--- src/rtl/uart_ram_sequencer.sv ---
// Moves UART RX bytes into RAM, hands RAM to the CPU, then streams a result
// window from RAM back to the UART transmitter one byte per TX_DONE.
module uart_ram_sequencer #(
  parameter int ADDR_WIDTH  = 16,
  parameter int DATA_WIDTH  = 8,
  parameter int RX_BYTES    = 256,
  parameter int TX_BASE     = 0,
  parameter int TX_BYTES    = 256,
  parameter int RAM_LATENCY = 2
) (
  input  logic                  MAIN_CLOCK,
  input  logic                  RESET,
  input  logic                  RX_VALID,
  input  logic [DATA_WIDTH-1:0] RX_DATA,
  input  logic                  TX_DONE,
  input  logic                  PROCESS_FINISHED,
  input  logic [DATA_WIDTH-1:0] RAM_Q,
  output logic [ADDR_WIDTH-1:0] RAM_ADDRESS,
  output logic [DATA_WIDTH-1:0] RAM_DATA,
  output logic                  RAM_WREN,
  output logic                  START_PROCESSING,
  output logic                  LOAD_COMPLETE,
  output logic                  TX_START,
  output logic [DATA_WIDTH-1:0] TX_DATA,
  output logic [2:0]            STATE
);

  typedef enum logic [2:0] {
    ST_LOAD    = 3'd0,
    ST_PROCESS = 3'd1,
    ST_FETCH   = 3'd2,
    ST_WAIT_TX = 3'd3,
    ST_DONE    = 3'd4
  } state_e;

  localparam int LW = $clog2(RAM_LATENCY + 2);

  localparam logic [ADDR_WIDTH:0]   RX_LAST   = (ADDR_WIDTH+1)'(RX_BYTES - 1);
  localparam logic [ADDR_WIDTH:0]   TX_END    = (ADDR_WIDTH+1)'(TX_BYTES);
  localparam logic [ADDR_WIDTH:0]   CNT_ONE   = (ADDR_WIDTH+1)'(1);
  localparam logic [ADDR_WIDTH-1:0] TX_BASE_A = ADDR_WIDTH'(TX_BASE);
  localparam logic [LW-1:0]         LAT_LAST  = LW'(RAM_LATENCY);
  localparam logic [LW-1:0]         LAT_ONE   = LW'(1);

  // Handshakes: RX_VALID, TX_DONE and TX_START are single-cycle pulses with no
  // back-pressure; a pulse arriving in a state that does not expect it is dropped.

  state_e                state_q, state_d;
  logic [ADDR_WIDTH:0]   rx_count_q, rx_count_d;
  logic [ADDR_WIDTH:0]   tx_idx_q, tx_idx_d;
  logic [ADDR_WIDTH:0]   tx_idx_inc;
  logic [LW-1:0]         lat_q, lat_d;
  logic [ADDR_WIDTH-1:0] addr_q, addr_d;
  logic [DATA_WIDTH-1:0] wdata_q, wdata_d;
  logic                  wren_q, wren_d;
  logic                  start_q, start_d;
  logic                  load_complete_q, load_complete_d;
  logic                  tx_start_q, tx_start_d;
  logic [DATA_WIDTH-1:0] tx_data_q, tx_data_d;

  assign tx_idx_inc = tx_idx_q + CNT_ONE;

  always_ff @(posedge MAIN_CLOCK) begin
    if (RESET) begin
      state_q         <= ST_LOAD;
      rx_count_q      <= '0;
      tx_idx_q        <= '0;
      lat_q           <= '0;
      addr_q          <= '0;
      wdata_q         <= '0;
      wren_q          <= 1'b0;
      start_q         <= 1'b0;
      load_complete_q <= 1'b0;
      tx_start_q      <= 1'b0;
      tx_data_q       <= '0;
    end else begin
      state_q         <= state_d;
      rx_count_q      <= rx_count_d;
      tx_idx_q        <= tx_idx_d;
      lat_q           <= lat_d;
      addr_q          <= addr_d;
      wdata_q         <= wdata_d;
      wren_q          <= wren_d;
      start_q         <= start_d;
      load_complete_q <= load_complete_d;
      tx_start_q      <= tx_start_d;
      tx_data_q       <= tx_data_d;
    end
  end

  always_comb begin
    state_d         = state_q;
    rx_count_d      = rx_count_q;
    tx_idx_d        = tx_idx_q;
    lat_d           = lat_q;
    addr_d          = addr_q;
    wdata_d         = wdata_q;
    wren_d          = 1'b0;
    start_d         = start_q;
    load_complete_d = load_complete_q;
    tx_start_d      = 1'b0;
    tx_data_d       = tx_data_q;

    case (state_q)
      ST_LOAD: begin
        if (RX_VALID) begin
          addr_d     = rx_count_q[ADDR_WIDTH-1:0];
          wdata_d    = RX_DATA;
          wren_d     = 1'b1;
          rx_count_d = rx_count_q + CNT_ONE;
          if (rx_count_q == RX_LAST) begin
            load_complete_d = 1'b1;
            start_d         = 1'b1;
            state_d         = ST_PROCESS;
          end
        end
      end

      ST_PROCESS: begin
        addr_d  = '0;
        wdata_d = '0;
        start_d = 1'b1;
        if (PROCESS_FINISHED) begin
          start_d  = 1'b0;
          tx_idx_d = '0;
          lat_d    = '0;
          addr_d   = TX_BASE_A;
          state_d  = ST_FETCH;
        end
      end

      // The address is registered on FETCH entry, so after RAM_LATENCY edges in
      // FETCH the RAM read data is valid and the following edge captures it.
      ST_FETCH: begin
        addr_d = TX_BASE_A + tx_idx_q[ADDR_WIDTH-1:0];
        if (lat_q == LAT_LAST) begin
          tx_data_d  = RAM_Q;
          tx_start_d = 1'b1;
          state_d    = ST_WAIT_TX;
        end else begin
          lat_d = lat_q + LAT_ONE;
        end
      end

      ST_WAIT_TX: begin
        if (TX_DONE) begin
          tx_idx_d = tx_idx_inc;
          lat_d    = '0;
          if (tx_idx_inc == TX_END) begin
            state_d = ST_DONE;
          end else begin
            addr_d  = TX_BASE_A + tx_idx_inc[ADDR_WIDTH-1:0];
            state_d = ST_FETCH;
          end
        end
      end

      ST_DONE: begin
        state_d = ST_DONE;
      end

      default: begin
        state_d = ST_LOAD;
      end
    endcase
  end

  assign RAM_ADDRESS      = addr_q;
  assign RAM_DATA         = wdata_q;
  assign RAM_WREN         = wren_q;
  assign START_PROCESSING = start_q;
  assign LOAD_COMPLETE    = load_complete_q;
  assign TX_START         = tx_start_q;
  assign TX_DATA          = tx_data_q;
  assign STATE            = state_q;

endmodule

--- config.mk ---
export PLATFORM = sky130hd
export DESIGN_NAME = uart_ram_sequencer
export DESIGN_NICKNAME = d
export VERILOG_FILES = /design/src/rtl/uart_ram_sequencer.sv
export SDC_FILE = /design/constraint.sdc
export NUM_CORES = 1
export LEC_CHECK = 0
export ABC_AREA = 1
export CAP_MARGIN = 40
export CORE_MARGIN = 3
export CORE_UTILIZATION = 35
export CTS_BUF_LIST = sky130_fd_sc_hd__clkbuf_4 sky130_fd_sc_hd__clkbuf_8
export DETAILED_ROUTE_END_ITERATION = 16
export PLACE_DENSITY_LB_ADDON = 0.15
export SKIP_CTS_REPAIR_TIMING = 1
export SYNTH_ARGS = -nofsm -noshare
export SYNTH_HDL_FRONTEND = slang
export SYNTH_SLANG_ARGS = --single-unit
--- constraint.sdc ---
create_clock -name MAIN_CLOCK -period 4.31 [get_ports MAIN_CLOCK]
set_input_delay 0.6465 -clock MAIN_CLOCK [delete_from_list [all_inputs] [get_ports MAIN_CLOCK]]
set_output_delay 0.6465 -clock MAIN_CLOCK [all_outputs]
set_load 0.01 [all_outputs]
==> metrics.md, run 1 <==
| Metric | Value |
|---|---|
| Status | `complete, no violations` |
| CTS root buf | `clkbuf_8` |
| Nets | `635` |
| Dominant cells by area after synthesis | `dfxtp_1, nand2_1, a21oi_1, nor2_1, inv_1` |
| Worst slew pin tran | `roughly 0.81 ns` |
| Reg clk slew, reported paths | `approximately 0.08 ns` |
| Most common cell on crit path | `nand2_1` |
| Post-Route WL | `10.55 mm` |
| Relative slew margins | `46.06%` |
| Num rows | `37` |
| Setup CP Type | `reg -> reg` |
| MaxCap Viol Count | `0` |
| TritonCTS Buffers | `9` |
| ANT cells | `0` |
| R2R depth | `14` |
| Port-buffer cells | `between 50 and 60` |
| Drt first pass iters | `7` |
| Power per cell area | `just over 300 nW/um^2` |
| Final worst-path cycle share | `between 50% and 60%` |
| Tot GR Track Use | `between 10% and 20%` |
| Synth unique cells | `37` |
| #FFs+latches synth | `75` |
| Worst hold path type | `reg -> reg` |
| CP top delay family | `simple AND/OR/NAND/NOR gates` |
| Avg WL per Cell | `approximately 14 um` |
| Die Y | `roughly 110 um` |
| Initial core utilization | `about 36%` |
| Avg Cell Area, Syn | `roughly 6.8 um^2` |
| Clock skew | `about 0.014 ns` |
| Minimum clock period | `2.542 ns` |
| Initial antenna violation count | `0` |
| DRC | `0` |
| Overflow after GRT | `0` |
| Maximum vdd drop | `0.1339 mV` |
| Via Count | `approximately 3900` |
| Setup tns final | `0 ns` |
| Remaining antenna violation count | `0` |
| Type of origin of the critical path | `register` |
| Crit path buf inv count | `1` |
| Slowest CP cell | `dfxtp_1` |
| Mapped Area | `3781 um^2` |
| Critical path capture point type | `register` |
| Longest Clk Path Bufs | `2` |
| Ports | `60` |
| Dominant synthesized flop cell | `dfxtp_1` |
| TritonCTS clock tree | `built` |
| Synth top cells by count | `nand2_1, dfxtp_1, nor2_1, inv_1, a21oi_1` |
| # fillers | `about 1100` |
| Area grow syn2layout | `24.45%` |
| Asr flop ratio synth | `0%` |
| Core box area | `around 10000 um^2` |
| Post-synth top area share | `a little under 40%` |
| # clock sinks | `75` |
| Layout cells sized above 1 | `under 10%` |
| Leading area contributor after synthesis | `dfxtp_1` |
| Dpl cells | `about 740` |
| Mapped Nets | `between 500 and 600` |
| H-tree Lvls | `3` |
| Final Hold Violating Endpoints | `0` |
| Number of synthesized flops with an enable pin | `0` |
| WHS Path Cells | `2` |
| Reg2Reg Setup Slack | `~1.8 ns` |
| Setup violators final | `0` |
| Syn Inst Count | `between 500 and 600` |
| RD Place Congestion | `0.8936` |
| CP required | `between 4 and 5 ns` |
| Non-Filler Instances | `between 700 and 800` |
| Post-DP HPWL | `approximately 7.6 mm` |
| Ys Warns | `0` |
| 1st-iter DRT viols | `approximately 240` |
| CP max FO | `22` |
| Leakage | `1.825 nW` |
| Global-route wire length before repair | `roughly 18 mm` |
| RSZ-0062 raised after global routing | `no` |
| Die width | `~110 um` |
| Die area | `about 12000 um^2` |
| Largest net degree at the start of global routing | `52` |
| Vias in the first global route | `about 3600` |
| Most common cell in the synthesized netlist | `nand2_1` |
| Pins Over Slew Limit | `0` |
| Sequential area share after synthesis | `about two fifths` |
| CP arrival | `2.78 ns` |
| Levels on crit path | `14` |
| Clock Latency Late Sink | `between 0.3 and 0.4 ns` |
| Worst path max stage delay | `0.42 ns` |
| Critical Path, Cell by Cell | `ha_1 > nand2_2 > nor2_4 > nand2_2 > clkinv_1 > nand3_1 > nand2_1 > nand2_1 > nor2_4 > nand4_4 > nand2_2 > nand2_1 > nand2_1 > nor2_1` |
| Fmax | `just under 400 MHz` |
| Via density | `between 5 and 6` |
## worst register-to-register path: stages (launching register included)
cell	delay [ns]
dfxtp_1	0.42
ha_1	0.25
nand2_2	0.10
nor2_4	0.20
nand2_2	0.11
clkinv_1	0.09
nand3_1	0.09
nand2_1	0.08
nand2_1	0.08
nor2_4	0.17
nand4_4	0.33
nand2_2	0.34
nand2_1	0.08
nand2_1	0.06
nor2_1	0.05
## metal layers
metal	GRT usage, %	share of wire (%)	wire length [um]	up-vias
met5	0	0	0	-
met2	29.20	44	4653	127
li1	-	-	-	1943
met4	8.192	2.9	304	0
met3	3.171	5.7	599	24
met1	25.01	47	4992	1773
## state kept, by name (all words and copies together) (netlist names)
register and cells:
LOAD_COMPLETE 1, RAM_ADDRESS 16, RAM_DATA 8, RAM_WREN 1, START_PROCESSING 1, STATE 3
TX_DATA 8, TX_START 1, lat_q 2, rx_count_q 17, tx_idx_q 17
## cells by family after synthesis
group	share of synthesized area (%)
adders and majority gates	0.9928
xor gates and xnor gates	0.2317
buffers and inverters	8.736
and+or+nand+nor	33.12
DFF	39.71
AOI/OAI and AO/OA	17.21
## where the power goes
part | leakage (nW) | switching (mW) | internal [mW]
combinational | 1.10 | 0.0515 | 0.0550
clock | 0.114 | 0.272 | 0.334
sequential | 0.609 | 0.00822 | 0.707
## path summary, 6_finish.rpt
path	start	endpoint
max	tx_idx_q[0]	RAM_ADDRESS[3]
min	lat_q[1]	lat_q[1]
max reg2reg	tx_idx_q[0]	RAM_ADDRESS[3]
min reg2reg	lat_q[1]	lat_q[1]
## layout by cell type (no fill, tap or decap), drive strengths merged, types with 2 or more instances in the layout
master         instances
dfxtp                 75
a211oi                 3
nor3                  12
nor4                   3
a21oi                 55
nand4                 12
buf                    3
a32o                   4
a221oi                 2
bufinv                 2
ha                     3
clkinv                 6
clkbuf                10
o21ai                 43
clkdlybuf4s50         59
nand2                122
o22ai                  3
o211ai                 5
nor2                  87
inv                   64
o21a                   2
nand3                 35
## area by class of cell
cell class | count | area [um^2] | share of cell area [%]
clock buffers | 10 | 131.4 | 2.792
clock inverters | 6 | 87.58 | 1.861
repair buffers | 62 | 613.1 | 13.03
well taps | 136 | 170.2 | 3.616
flip-flops and latches | 75 | 1501 | 31.91
multi-input cells | 397 | 1954 | 41.53
inverters | 66 | 247.7 | 5.265
## metrics by stage
step                instance area [um^2]  util [%]  power, mW  setup WS [ns]  hold WS [ns]
global route                        4706     45.18      1.488          1.480        0.4725
floorplan                           3781         -     0.7818          2.482        0.4274
global placement                    4487     43.08     0.8378          1.749        0.4374
detailed placement                  4487     43.08     0.8386          1.722        0.4444
finish                              4706     45.18      1.427          1.768        0.4521
CTS                                 4706     45.18      1.446          1.785        0.4566
Power figures use the tool's default switching activity.
==> run 2: changes to the inputs <==
==> constraint.sdc (replaced) <==
create_clock -name MAIN_CLOCK -period 2.05 [get_ports MAIN_CLOCK]
set_input_delay 0.3075 -clock MAIN_CLOCK [delete_from_list [all_inputs] [get_ports MAIN_CLOCK]]
set_output_delay 0.3075 -clock MAIN_CLOCK [all_outputs]
set_load 0.01 [all_outputs]
==> metrics.md, run 2 (synthesis gave the netlist of run 1 again) <==
| Metric | Value |
|---|---|
| CP top delay family | `simple AND/OR/NAND/NOR gates` |
| CP arrival | `2.28 ns (-0.50 ns)` |
| Status | `complete, no violations` |
| Crit path buf inv count | `2 (+1)` |
| Tot GR Track Use | `18.15% (-0.46 points)` |
| Leakage | `1.998 nW (+9.5%)` |
| # clock sinks | `75 (unchanged)` |
| Largest net degree at the start of global routing | `27 (-48%)` |
| Core box area | `10420 um^2 (unchanged)` |
| Layout cells sized above 1 | `15.26% (+7.6 points)` |
| Fmax | `490.3 MHz (+25%)` |
| RD Place Congestion | `0.8874 (-0.69%)` |
| DP Area | `4657 um^2 (+3.8%)` |
| Critical path capture point type | `register` |
| Die Y | `109.9 um (unchanged)` |
| R2r startpoint | `tx_idx_q[0]` |
| Type of origin of the critical path | `register` |
| Slowest CP cell | `dfxtp_2` |
| ANT cells | `0 (unchanged)` |
| R2R depth | `12 (-2)` |
| Pins Over Slew Limit | `0 (unchanged)` |
| WHS | `0.4590 ns (+0.006945 ns)` |
| Remaining antenna violation count | `0 (unchanged)` |
| Commonest non-fill, non-tap cells in the layout | `nand2_1, nor2_1, dfxtp_1` |
| 1st-iter DRT viols | `219 (-6.8%)` |
| TritonCTS Buffers | `9 (unchanged)` |
| Clock Latency Late Sink | `0.35 ns (about the same)` |
| Overflow after GRT | `0 (unchanged)` |
| MaxCap Viol Count | `0 (unchanged)` |
| Drt first pass iters | `7 (unchanged)` |
| Global-route wire length before repair | `17.08 mm (-3.4%)` |
| Worst slew pin tran | `0.4951 ns (-0.3131 ns)` |
| CP required | `2.29 ns (-2.26 ns)` |
| Hold path start | `LOAD_COMPLETE` |
| Setup violators final | `0 (unchanged)` |
| Initial core utilization | `36.30% (unchanged)` |
| Via Count | `3862 (-0.13%)` |
| Num rows | `37 (unchanged)` |
| Power per cell area | `559.3 nW/um^2 (+84%)` |
| Relative slew margins | `66.99% (+21 points)` |
| Setup ws final | `0.01022 ns (-1.758 ns)` |
| Worst hold path type | `reg -> reg` |
| Final worst-path cycle share | `99.50% (+41 points)` |
| Nets | `661 (+4.1%)` |
| TritonCTS clock tree | `built` |
| Die width | `109.9 um (unchanged)` |
| Via density | `4.964 (-3.5%)` |
| Setup CP Type | `reg -> reg` |
| Ports | `60 (unchanged)` |
| Minimum clock period | `2.040 ns (-0.5025 ns)` |
| Worst reg2reg path endpoint | `RAM_ADDRESS[0]` |
| Vias in the first global route | `3617 (-0.82%)` |
| Clock skew | `0.01547 ns (+0.001904 ns)` |
| RSZ-0062 raised after global routing | `yes` |
| Most common cell on crit path | `nor2_4` |
| Reg clk slew, reported paths | `0.08 ns (about the same)` |
| WHS Path Cells | `2 (unchanged)` |
| Avg WL per Cell | `13.79 um (-1.7%)` |
| Post-Route WL | `10.73 mm (+1.7%)` |
| Hold Path End | `LOAD_COMPLETE` |
| Post-placement setup slack | `-0.01192 ns (-1.734 ns)` |
| Die area | `12090 um^2 (unchanged)` |
| Port-buffer cells | `59 (unchanged)` |
| Final Cell Area | `5031 um^2 (+6.9%)` |
| Post-DP HPWL | `7.912 mm (+3.8%)` |
| Maximum vdd drop | `0.2855 mV (+110%)` |
| CP max FO | `10 (-55%)` |
| Area grow syn2layout | `33.06%` |
| Most common cell after layout, fill and taps aside | `nand2_1` |
| Initial antenna violation count | `0 (unchanged)` |
| Worst path max stage delay | `0.36 ns (-0.06 ns)` |
| Final Hold Violating Endpoints | `0 (unchanged)` |
| CTS root buf | `clkbuf_8` |
| Critical Path, Cell by Cell | `ha_4 > nand2_4 > nor2_4 > buf_4 > nand4_1 > nand2_1 > nand3_2 > nor2_4 > nand4_4 > clkbuf_16 > a21oi_1 > nor2_1` |
| H-tree Lvls | `3 (unchanged)` |
| Reg2Reg Setup Slack | `0.01 ns (-1.76 ns)` |
| DRC | `0 (unchanged)` |
| Longest Clk Path Bufs | `2 (unchanged)` |
==> run 2: per-stage QoR <==
step	util (%)	power, mW	setup TNS, ns	instances
floorplan	-	1.644	0	555
global placement	44.71	1.766	0	757
detailed placement	44.71	1.768	-0.01192	757
CTS	46.46	2.835	-0.1037	773
global route	48.30	2.928	-1.854	778
finish	48.30	2.814	0	778
==> run 2: power breakdown <==
part | internal (mW) | switching (mW)
Combinational | 0.123 | 0.112
Sequential | 1.49 | 0.0172
Clock | 0.491 | 0.584
Total | 2.10 | 0.714
==> run 2: metal layers <==
metal,track usage [%],up-vias,wire length (um)
met5,0,-,0
met4,7.747,0,278
met3,3.993,21,577
met2,28.55,109,4805
met1,23.85,1741,5065
li1,-,1991,-
==> run 2: how the worst max path moves through the flow <==
stage,startpoint,to,slack [ns],cells past startpoint
after CTS,tx_idx_q[0],RAM_ADDRESS[4],-0.03,13
after global routing,tx_idx_q[0],RAM_ADDRESS[0],-0.15,13
after floorplan,tx_idx_q[0],RAM_ADDRESS[0],0.22,13
after global placement,RX_VALID,rx_count_q[15],0.05,10
after detailed placement,tx_idx_q[0],RAM_ADDRESS[4],-0.01,13
final,tx_idx_q[0],RAM_ADDRESS[0],0.01,12
==> run 2: tightest hold or removal path, stage by stage (launching register included) <==
cell	delay (ns)
dfxtp_1	0.32
inv_1	0.05
a21oi_1	0.05
==> run 2: area by class of cell <==
class                      count  area (um^2)
timing repair buffer          88        868.3
multi-input combinational    397         2053
clock inverter                 5        37.54
clock buffer                  11        145.1
tap                          136        170.2
fill                        1088         5385
inverter                      66        247.7
sequential                    75         1509
